File: config.mk
export PLATFORM = sky130hd
export DESIGN_NAME = scope_readout_flat
export DESIGN_NICKNAME = d
export VERILOG_FILES = /design/src/rtl/scope_readout_pkg.sv /design/src/rtl/scope_readout_if.sv /design/src/rtl/scope_word_serializer.sv /design/src/rtl/scope_readout.sv /design/src/flat_wrapper.sv
export SDC_FILE = /design/constraint.sdc
export NUM_CORES = 1
export LEC_CHECK = 0
export CORE_ASPECT_RATIO = 0.9
export CORE_MARGIN = 1
export CORE_UTILIZATION = 35
export CTS_CLUSTER_DIAMETER = 150
export CTS_CLUSTER_SIZE = 25
export DETAILED_ROUTE_END_ITERATION = 8
export HOLD_SLACK_MARGIN = 0.1
export MAX_ROUTING_LAYER = met4
export PLACE_DENSITY = 0.58
export SLEW_MARGIN = 10
export SYNTH_ARGS = -nofsm -noshare
export SYNTH_HDL_FRONTEND = slang
export SYNTH_SLANG_ARGS = --single-unit
File: constraint.sdc
create_clock -name clk -period 3.6 [get_ports clk]
set_input_delay 0.72 -clock clk [delete_from_list [all_inputs] [get_ports clk]]
set_output_delay 0.72 -clock clk [all_outputs]
set_load 0.02 [all_outputs]
File: src/rtl/scope_readout_pkg.sv
// Shared definitions for the capture-buffer readout engine: controller state
// encoding, the stream sync byte, header length and the bytes-per-word helper.
package scope_readout_pkg;

    // Readout controller states. HDR is only reachable when the header build
    // option is enabled; the encoding is kept stable across both builds.
    typedef enum logic [2:0] {
        IDLE  = 3'd0,
        LATCH = 3'd1,
        READ  = 3'd2,
        WAIT  = 3'd3,
        SEND  = 3'd4,
        FIN   = 3'd5,
        HOLD  = 3'd6,
        HDR   = 3'd7
    } state_t;

    // First header byte, lets the host find the start of a dump.
    localparam logic [7:0] SYNC_BYTE = 8'hA5;

    // Number of header bytes sent ahead of the data when the header is enabled.
    localparam int HDR_BYTES = 4;

    // Bytes needed to carry one captured word; a partial top byte counts whole.
    function automatic int calc_nb(input int data_width);
        return (data_width + 7) / 8;
    endfunction

endpackage

File: src/rtl/scope_readout_if.sv
// Bundle of the readout engine's buffer-read port, capture status and byte
// stream towards the UART transmitter. The master side is the readout engine,
// the slave side is its environment (capture buffer, capture control, UART).
interface scope_readout_if #(
    parameter int DATA_WIDTH = 8,
    parameter int ADDR_WIDTH = 10
);

    logic                  i_stopped;
    logic [ADDR_WIDTH-1:0] i_waddr;
    logic [ADDR_WIDTH-1:0] o_raddr;
    logic                  o_ren;
    logic [DATA_WIDTH-1:0] i_rdata;
    logic [7:0]            o_tx_data;
    logic                  o_tx_valid;
    logic                  i_tx_ready;
    logic                  o_busy;
    logic                  o_done;

    modport master (
        input  i_stopped,
        input  i_waddr,
        input  i_rdata,
        input  i_tx_ready,
        output o_raddr,
        output o_ren,
        output o_tx_data,
        output o_tx_valid,
        output o_busy,
        output o_done
    );

    modport slave (
        output i_stopped,
        output i_waddr,
        output i_rdata,
        output i_tx_ready,
        input  o_raddr,
        input  o_ren,
        input  o_tx_data,
        input  o_tx_valid,
        input  o_busy,
        input  o_done
    );

endinterface

File: src/rtl/scope_word_serializer.sv
// Splits one captured word into bytes and presents them MSB byte first on a
// valid/ready stream. The word is zero-extended to a whole number of bytes,
// so a partial top byte carries zeros in its upper bits. o_last flags the
// cycle in which the final byte of the word is accepted.
module scope_word_serializer #(
    parameter int DATA_WIDTH = 8
) (
    input  logic                  clk,
    input  logic                  reset,
    input  logic                  i_load,
    input  logic [DATA_WIDTH-1:0] i_word,
    input  logic                  i_abort,
    input  logic                  i_ready,
    output logic [7:0]            o_data,
    output logic                  o_valid,
    output logic                  o_last
);
    import scope_readout_pkg::*;

    localparam int NB = calc_nb(DATA_WIDTH);
    localparam int WW = NB * 8;
    localparam int IW = (NB > 1) ? $clog2(NB) : 1;

    logic [WW-1:0] sreg_q, sreg_d;
    logic [IW-1:0] idx_q, idx_d;
    logic          valid_q, valid_d;
    logic          fire;

    // Load a new word, step to the next byte on each handshake, or drop the
    // stream when the controller abandons the word part-way through.
    always_comb begin
        sreg_d  = sreg_q;
        idx_d   = idx_q;
        valid_d = valid_q;
        fire    = valid_q & i_ready;
        if (i_load) begin
            sreg_d  = WW'(i_word);
            idx_d   = IW'(NB - 1);
            valid_d = 1'b1;
        end else if (i_abort) begin
            valid_d = 1'b0;
        end else if (fire) begin
            if (idx_q == '0) begin
                valid_d = 1'b0;
            end else begin
                idx_d  = idx_q - IW'(1);
                sreg_d = sreg_q << 8;
            end
        end
    end

    // Byte shift register, remaining-byte index and valid flag.
    always_ff @(posedge clk) begin
        if (reset) begin
            sreg_q  <= '0;
            idx_q   <= '0;
            valid_q <= 1'b0;
        end else begin
            sreg_q  <= sreg_d;
            idx_q   <= idx_d;
            valid_q <= valid_d;
        end
    end

    // The top byte of the shift register is always the one on offer.
    always_comb begin
        o_data  = sreg_q[WW-1 -: 8];
        o_valid = valid_q;
        o_last  = valid_q & i_ready & (idx_q == '0);
    end

endmodule

File: src/rtl/scope_readout.sv
// Readout engine for the logic-analyzer capture buffer. When capture stops it
// walks the circular buffer oldest entry first (starting at the writer's next
// write address) for 2^ADDR_WIDTH words and streams every word MSB byte first
// to the UART transmitter. Each buffer read takes a READ and a WAIT cycle, so
// words are separated by a two-cycle gap while bytes within a word can go out
// back to back. A dropped i_stopped abandons the dump without o_done; a dump
// that was in the middle of a byte first finishes that byte's handshake.
//
// Build option: define SCOPE_READOUT_HEADER_EN to prefix each dump with a
// 4-byte header (0xA5, DATA_WIDTH, ADDR_WIDTH, low start-address byte).
module scope_readout #(
    parameter int DATA_WIDTH = 8,
    parameter int ADDR_WIDTH = 10
) (
    input  logic            clk,
    input  logic            reset,
    scope_readout_if.master bus
);
    import scope_readout_pkg::*;

    localparam logic [ADDR_WIDTH:0]   LAST_COUNT = {1'b0, {ADDR_WIDTH{1'b1}}};
    localparam logic [ADDR_WIDTH:0]   COUNT_ONE  = (ADDR_WIDTH + 1)'(1);
    localparam logic [ADDR_WIDTH-1:0] ADDR_ONE   = ADDR_WIDTH'(1);

    state_t                state_q, state_d;
    logic [ADDR_WIDTH-1:0] raddr_q, raddr_d;
    logic [ADDR_WIDTH:0]   count_q, count_d;

    logic                  ser_load;
    logic                  ser_abort;
    logic                  ser_valid;
    logic                  ser_last;
    logic [7:0]            ser_data;

    logic                  hdr_active;
    logic [7:0]            hdr_byte;
    logic                  tx_valid;
    logic                  handshake;

    scope_word_serializer #(
        .DATA_WIDTH (DATA_WIDTH)
    ) u_serializer (
        .clk     (clk),
        .reset   (reset),
        .i_load  (ser_load),
        .i_word  (bus.i_rdata),
        .i_abort (ser_abort),
        .i_ready (bus.i_tx_ready),
        .o_data  (ser_data),
        .o_valid (ser_valid),
        .o_last  (ser_last)
    );

`ifdef SCOPE_READOUT_HEADER_EN
    localparam logic [7:0] HDR_LAST = 8'(HDR_BYTES - 1);
    localparam logic [7:0] DW_BYTE  = 8'(DATA_WIDTH);
    localparam logic [7:0] AW_BYTE  = 8'(ADDR_WIDTH);

    logic [7:0] hdr_idx_q, hdr_idx_d;

    // Select the header byte on offer while the controller sits in HDR.
    always_comb begin
        hdr_active = (state_q == HDR);
        case (hdr_idx_q)
            8'd0:    hdr_byte = SYNC_BYTE;
            8'd1:    hdr_byte = DW_BYTE;
            8'd2:    hdr_byte = AW_BYTE;
            default: hdr_byte = 8'(raddr_q);
        endcase
    end

    // Header byte position within the dump preamble.
    always_ff @(posedge clk) begin
        if (reset) begin
            hdr_idx_q <= '0;
        end else begin
            hdr_idx_q <= hdr_idx_d;
        end
    end
`else
    // Without the header option the stream carries only serializer bytes.
    always_comb begin
        hdr_active = 1'b0;
        hdr_byte   = 8'h00;
    end
`endif

    // Merge header and data bytes onto the transmitter stream.
    always_comb begin
        tx_valid       = ser_valid | hdr_active;
        handshake      = tx_valid & bus.i_tx_ready;
        bus.o_tx_valid = tx_valid;
        bus.o_tx_data  = hdr_active ? hdr_byte : ser_data;
        bus.o_raddr    = raddr_q;
        bus.o_ren      = (state_q == READ);
        bus.o_busy     = (state_q == LATCH) || (state_q == READ) || (state_q == WAIT) ||
                         (state_q == SEND)  || (state_q == HDR);
        bus.o_done     = (state_q == FIN);
    end

    // Dump sequencing: latch the oldest address, then read/serialize each word
    // in turn, bailing out to IDLE as soon as the capture path restarts.
    always_comb begin
        state_d   = state_q;
        raddr_d   = raddr_q;
        count_d   = count_q;
        ser_load  = 1'b0;
        ser_abort = 1'b0;
`ifdef SCOPE_READOUT_HEADER_EN
        hdr_idx_d = hdr_idx_q;
`endif
        case (state_q)
            IDLE: begin
                if (bus.i_stopped) begin
                    state_d = LATCH;
                end
            end
            LATCH: begin
                raddr_d = bus.i_waddr;
                count_d = '0;
                if (!bus.i_stopped) begin
                    state_d = IDLE;
                end else begin
`ifdef SCOPE_READOUT_HEADER_EN
                    hdr_idx_d = '0;
                    state_d   = HDR;
`else
                    state_d   = READ;
`endif
                end
            end
            READ: begin
                state_d = bus.i_stopped ? WAIT : IDLE;
            end
            WAIT: begin
                if (!bus.i_stopped) begin
                    state_d = IDLE;
                end else begin
                    ser_load = 1'b1;
                    state_d  = SEND;
                end
            end
            SEND: begin
                if (ser_last) begin
                    raddr_d = raddr_q + ADDR_ONE;
                    count_d = count_q + COUNT_ONE;
                    if (!bus.i_stopped) begin
                        state_d = IDLE;
                    end else if (count_q == LAST_COUNT) begin
                        state_d = FIN;
                    end else begin
                        state_d = READ;
                    end
                end else if (handshake && !bus.i_stopped) begin
                    ser_abort = 1'b1;
                    state_d   = IDLE;
                end
            end
`ifdef SCOPE_READOUT_HEADER_EN
            HDR: begin
                if (handshake) begin
                    if (!bus.i_stopped) begin
                        state_d = IDLE;
                    end else if (hdr_idx_q == HDR_LAST) begin
                        state_d = READ;
                    end else begin
                        hdr_idx_d = hdr_idx_q + 8'd1;
                    end
                end
            end
`endif
            FIN: begin
                state_d = HOLD;
            end
            HOLD: begin
                if (!bus.i_stopped) begin
                    state_d = IDLE;
                end
            end
            default: begin
                state_d = IDLE;
            end
        endcase
    end

    // Controller state, read address and words-sent counter.
    always_ff @(posedge clk) begin
        if (reset) begin
            state_q <= IDLE;
            raddr_q <= '0;
            count_q <= '0;
        end else begin
            state_q <= state_d;
            raddr_q <= raddr_d;
            count_q <= count_d;
        end
    end

endmodule
File: src/flat_wrapper.sv
// flat-port wrapper written by rule: the top's interface ports become plain ports
module scope_readout_flat import scope_readout_pkg::*;
#(
    parameter int DATA_WIDTH = 8,
    parameter int ADDR_WIDTH = 10
)
  (clk, reset, bus_i_stopped, bus_i_waddr, bus_i_rdata, bus_i_tx_ready, bus_o_raddr, bus_o_ren, bus_o_tx_data, bus_o_tx_valid, bus_o_busy, bus_o_done);
  scope_readout_if #(.DATA_WIDTH(DATA_WIDTH), .ADDR_WIDTH(ADDR_WIDTH)) bus_i ();
  input  logic clk;
  input  logic reset;
  input wire logic [$bits(bus_i.i_stopped)-1:0] bus_i_stopped;
  input wire logic [$bits(bus_i.i_waddr)-1:0] bus_i_waddr;
  input wire logic [$bits(bus_i.i_rdata)-1:0] bus_i_rdata;
  input wire logic [$bits(bus_i.i_tx_ready)-1:0] bus_i_tx_ready;
  output wire logic [$bits(bus_i.o_raddr)-1:0] bus_o_raddr;
  output wire logic [$bits(bus_i.o_ren)-1:0] bus_o_ren;
  output wire logic [$bits(bus_i.o_tx_data)-1:0] bus_o_tx_data;
  output wire logic [$bits(bus_i.o_tx_valid)-1:0] bus_o_tx_valid;
  output wire logic [$bits(bus_i.o_busy)-1:0] bus_o_busy;
  output wire logic [$bits(bus_i.o_done)-1:0] bus_o_done;
  assign bus_i.i_stopped = bus_i_stopped;
  assign bus_i.i_waddr = bus_i_waddr;
  assign bus_i.i_rdata = bus_i_rdata;
  assign bus_i.i_tx_ready = bus_i_tx_ready;
  assign bus_o_raddr = bus_i.o_raddr;
  assign bus_o_ren = bus_i.o_ren;
  assign bus_o_tx_data = bus_i.o_tx_data;
  assign bus_o_tx_valid = bus_i.o_tx_valid;
  assign bus_o_busy = bus_i.o_busy;
  assign bus_o_done = bus_i.o_done;
  scope_readout #(.DATA_WIDTH(DATA_WIDTH), .ADDR_WIDTH(ADDR_WIDTH)) u_core (.clk(clk), .reset(reset), .bus(bus_i));
endmodule
# ---- Word-level counts from Yosys, hierarchy flattened
# Cells that the tools add are included.
dict set report totals {
  ff_bits 34
  in_bits 22
  output_inout_bits 22
  elab_cells 72
}
dict set report classes {
  addsub 3
  n_eq_ne 14
  n_mux 28
  n_bitwise 4
  reduce_logical 17
}
# cell count
set ops {}
lappend ops {{$mux 8} 4}
lappend ops {{$pmux 11 s2} 1}
lappend ops {{$mux 3} 7}
lappend ops {{$pmux 3 s7} 1}
lappend ops {{$pmux 10 s2} 1}
lappend ops {{$eq 3x3->1 const B} 4}
lappend ops {{$add 11x1->11 const B} 1}
lappend ops {{$eq 11x10->1 const B} 1}
lappend ops {{$mux 11} 1}
lappend ops {{$add 10x1->10 const B} 1}
lappend ops {{$mux 1} 10}
lappend ops {{$mux 10} 1}
lappend ops {{$eq 3x2->1 const B} 2}
lappend ops {{$reduce_and 2->1} 3}
lappend ops {{$reduce_and 3->1} 2}
lappend ops {{$reduce_bool 2->1} 3}
lappend ops {{$logic_or 1x1->1} 4}
lappend ops {{$mux 2} 2}
lappend ops {{$ne 2x1->1 const B} 2}
lappend ops {{$ne 2x2->1 const B} 2}
lappend ops {{$eq 3x1->1 const B} 1}
lappend ops {{$logic_not 3->1} 1}
lappend ops {{$ne 3x1->1 const B} 1}
lappend ops {{$ne 3x2->1 const B} 1}
lappend ops {{other kinds (7)} 9}

# ---- Depth between registers and ports, before layout
dict set report logic_depth {
  word_depth 7
  ltp_mapped 6
  ltp_nobuf 5
}

# ---- By module
# Synthesis repeated with hierarchy kept, for this count alone.
dict set report hier_totals {
  cells_unflattened 215
  hier_area_um2 1769.2
}
# module n_inst cells_each area_per_inst_um2 seq_area_each_um2
set modules_own_cells {}
lappend modules_own_cells {scope_readout 1 184 1438.9 480.5}
lappend modules_own_cells {scope_word_serializer 1 31 330.3 180.2}

# ---- Least setup slack after synthesis
# No wires, ideal clock.
dict set report synth_path {
  kind {register to output}
  startpoint {reg u_core.state_q[1]}
  endpoint {out bus_o_busy}
  arrival_ps 1152
  required_ps 2880
  slack_ps 1728
  path_stages_with_launch 4
  path_buffers 1
  cell_sequence {dfxtp_1 buf_1 xor2_1 a21oi_1}
}
dict set report synth_between {
  elab_chain_len 5
  word_cells_on_any_way 9
  cone_classes {5 x eq/ne; 4 x reduce/logical}
}
# element line_no
set synth_lines {}
lappend synth_lines {{start: declaration} scope_readout.sv:25} ;# state_t state_q, state_d;
lappend synth_lines {{start signal: assignment} scope_readout.sv:193} ;# state_q <= state_d;
lappend synth_lines {{$eq 3x1->1 / $eq 3x2->1 (equally long branches)} scope_readout.sv:96} ;# bus.o_busy = (state_q == LATCH) || (state_q == READ) || (state_q == WAIT) ||
lappend synth_lines {{$logic_or 1x1->1 (3 in series)} scope_readout.sv:96}
lappend synth_lines {{$logic_or 1x1->1 (*)} scope_readout.sv:97} ;# (state_q == SEND) || (state_q == HDR);
lappend synth_lines {{end: declaration} flat_wrapper.sv:19} ;# output wire logic [$bits(bus_i.o_busy)-1:0] bus_o_busy;
# Mark *: on every way between the ends. The rest lies on a longest branch, timed or not.

# ---- Worst setup path after layout
dict set report layout_path {
  startpoint {reg u_core.state_q[1]}
  endpoint {out bus_o_ren}
}
dict set report layout_between {
  elab_chain_len 1
}
# element line_no
set layout_lines {}
lappend layout_lines {{$eq 3x2->1} scope_readout.sv:95} ;# bus.o_ren = (state_q == READ);
lappend layout_lines {{end: declaration} flat_wrapper.sv:16} ;# output wire logic [$bits(bus_i.o_ren)-1:0] bus_o_ren;
# No other way between the ends.

==> run metrics <==
Mapped Nets 241; global placement routability congestion 0.757; Clk Latency, worst-skew pair 0.29 ns; Global Route Usage Sum 19.8%; count of cell types in the netlist 46; Syn Inst Count 217; Max Cap Violations 0; Mapped Area 1700 sq um; RSZ-0062 raised after global routing no; filler instances 462; Slew Viols, Final 0; die span in x 75.6 microns; number of flops mapped to enable cells by yosys 0; Clock Sinks 33; Avg Inst Size Synth 7.85 sq um; clock skew 0.00465 ns; DIE AREA 5150 sq um; io pins 44; worst-margin pin slew 0.745 ns; Final setup viols 0; Hold Buf Count CTS 0; clock transition at the registers of the reported paths 0.07 ns; Hold Path Depth 2; WL per Instance 13.7 microns; Max VDD drop 0.000182 V; f_max 374 MHz; CTS buffer count 5; Synth top cells by count dfxtp_1, nand2_1, a21oi_1; H-tree levels 2; Core Rows 23; Clock Tree Buf Depth 2; Hold Crit Class reg2reg; Worst R2R End u_core.bus.o_raddr[9]; Vias 1712; crit path time final 2.68 ns; Root Buffer clkbuf_8; R2R depth 4; Yosys warnings 0; hold path startpoint u_core.u_serializer.o_data[7]; Die Y 68.2 microns; CTS tree done; reg2reg start u_core.state_q[2]; drc violations 0; Final ANT Viol Nets 0; vias per cell 5.33; initial antenna violation count 0; Pleak 0.735 nW; Crit Path Max Fanout 15; Crit Path Category reg2out; Final Cycle Share 74.4%; ys flop type dfxtp_1; first-pass GRT wire length 7310 microns; Hold Slack 0.453 ns; setup TNS 0 ns; crit path capture type output pin; cts repair resizes 0; Initial Util 37.2%; FFs w/ async S/R, synth 0%; CP startpoint kind register; largest net degree at the start of global routing 30; core footprint 4580 sq um; share of layout cells above drive strength 1 3.09%; post-DP HPWL 3050 microns; cell taking the most area after synthesis dfxtp_1; PwrDens 331 nW/um^2; Detailed Route Iter0 Violations 76; Area Growth Syn to Fin 32.7%; reg2reg setup slack 1.26 ns; vias in the first global route 1573; register bit count reported by yosys 33; Max-slew headroom 50.0%; total wire length 4390 microns; CP Data Required Time 2.88 ns; total grt overflow 0; synth top area cells dfxtp_1, a21oi_1, nand2_1, nor2_1, nand2b_1; share of Yosys cell area claimed by the top area cell type 38.8%; # port buffers 43; Final nets 282; Worst EP arrival 1.96 ns; status finished clean; hold endpoint u_core.u_serializer.o_data[7]; Post-CTS Setup Repair Bufs 0; ant diodes 0; Hold Vio Cnt, Final 0; sequential area share after synthesis 38.8%; 1st-pass router iterations 4
-- state kept, by name (all words and copies together), names as in the netlist --
name / count
u_core.bus.o_raddr: 10
u_core.u_serializer.o_data: 8
u_core.u_serializer.o_valid: 1
u_core.count_q: 11
u_core.state_q: 3
-- final cells by class --
class / instances / area [sq um] / area share, %
clock buffers: 8 / 80.1 / 3.54
inverters: 9 / 33.8 / 1.49
multi-input cells: 165 / 971 / 42.9
flip-flops and latches: 33 / 661 / 29.2
well taps: 62 / 77.6 / 3.43
repair buffers: 44 / 438 / 19.4
-- logic make-up (layout without fill, tap and decap cells) --
| family | count (synthesis) | after routing | synth area share [%] |
|---|---|---|---|
| AND/OR/NAND/NOR | 93 | 93 | 28.5 |
| AO/OA/AOI/OAI | 63 | 63 | 23.3 |
| flip-flops | 33 | 33 | 38.8 |
| buffers and inverters | 19 | 61 | 4.26 |
| XOR/XNOR | 6 | 6 | 3.08 |
| adder cells (fa/ha/maj) | 2 | 2 | 1.47 |
| multiplexers | 1 | 1 | 0.587 |
-- stage by stage --
step	area [sq um]	power, mW	utilization (%)	cells	setup slack, ns
6_report	2260	0.749	49.4	321	0.923
3_5_place_dp	2180	0.484	47.7	313	0.918
4_1_cts	2260	0.755	49.4	321	0.940
3_3_place_gp	2180	0.483	47.7	313	0.982
5_1_grt	2260	0.781	49.4	321	0.802
2_1_floorplan	1700	0.434	-	217	1.73
-- cell usage in the layout, fill, tap and decap left out, drive strengths merged, types with 2 or more instances in the layout --
cell type	instances
a211o	4
a211oi	2
a21oi	28
a311oi	2
and2	2
and4	2
clkbuf	8
clkdlybuf4s50	43
dfxtp	33
ha	2
inv	9
nand2	33
nand2b	7
nand3	7
nand4	6
nor2	12
nor2b	2
nor3	4
nor3b	3
nor4	2
o211ai	2
o21ai	9
o31a	2
o31ai	3
o32ai	5
or3	3
or4	4
xnor2	3
xor2	3
-- per-layer routing --
layer  part of all wire (%)  routed length [microns]  track usage, %
met1                     52                     2300            27.2
met2                     41                     1820            28.1
met3                    4.8                      213            5.60
met4                    1.4                       63            5.56
met5                      0                        0               -
-- report_power, final --
part / leakage [nW] / switching, mW / total (mW) / internal (mW)
registers: 0.267 / 0.0128 / 0.385 / 0.373
clock network: 0.0395 / 0.136 / 0.273 / 0.137
logic: 0.428 / 0.0424 / 0.0901 / 0.0477
-- worst max-delay path: stages, from the launching register on --
cell and delay (ns):
dfxtp_1 0.66, inv_1 0.20, nor3_1 0.18, clkdlybuf4s50_1 0.63
-- worst max path at each step --
stage	startpoint	to	slack, ns
floorplan	u_core.state_q[1]	bus_o_busy	1.73
global placement	bus_i_tx_ready	u_core.bus.o_raddr[8]	0.98
detailed placement	bus_i_tx_ready	u_core.bus.o_raddr[5]	0.92
CTS	u_core.state_q[1]	bus_o_ren	0.94
global route	u_core.state_q[1]	bus_o_ren	0.80
finish	u_core.state_q[1]	bus_o_ren	0.92
Note: power is estimated with default switching activity, not from simulation.
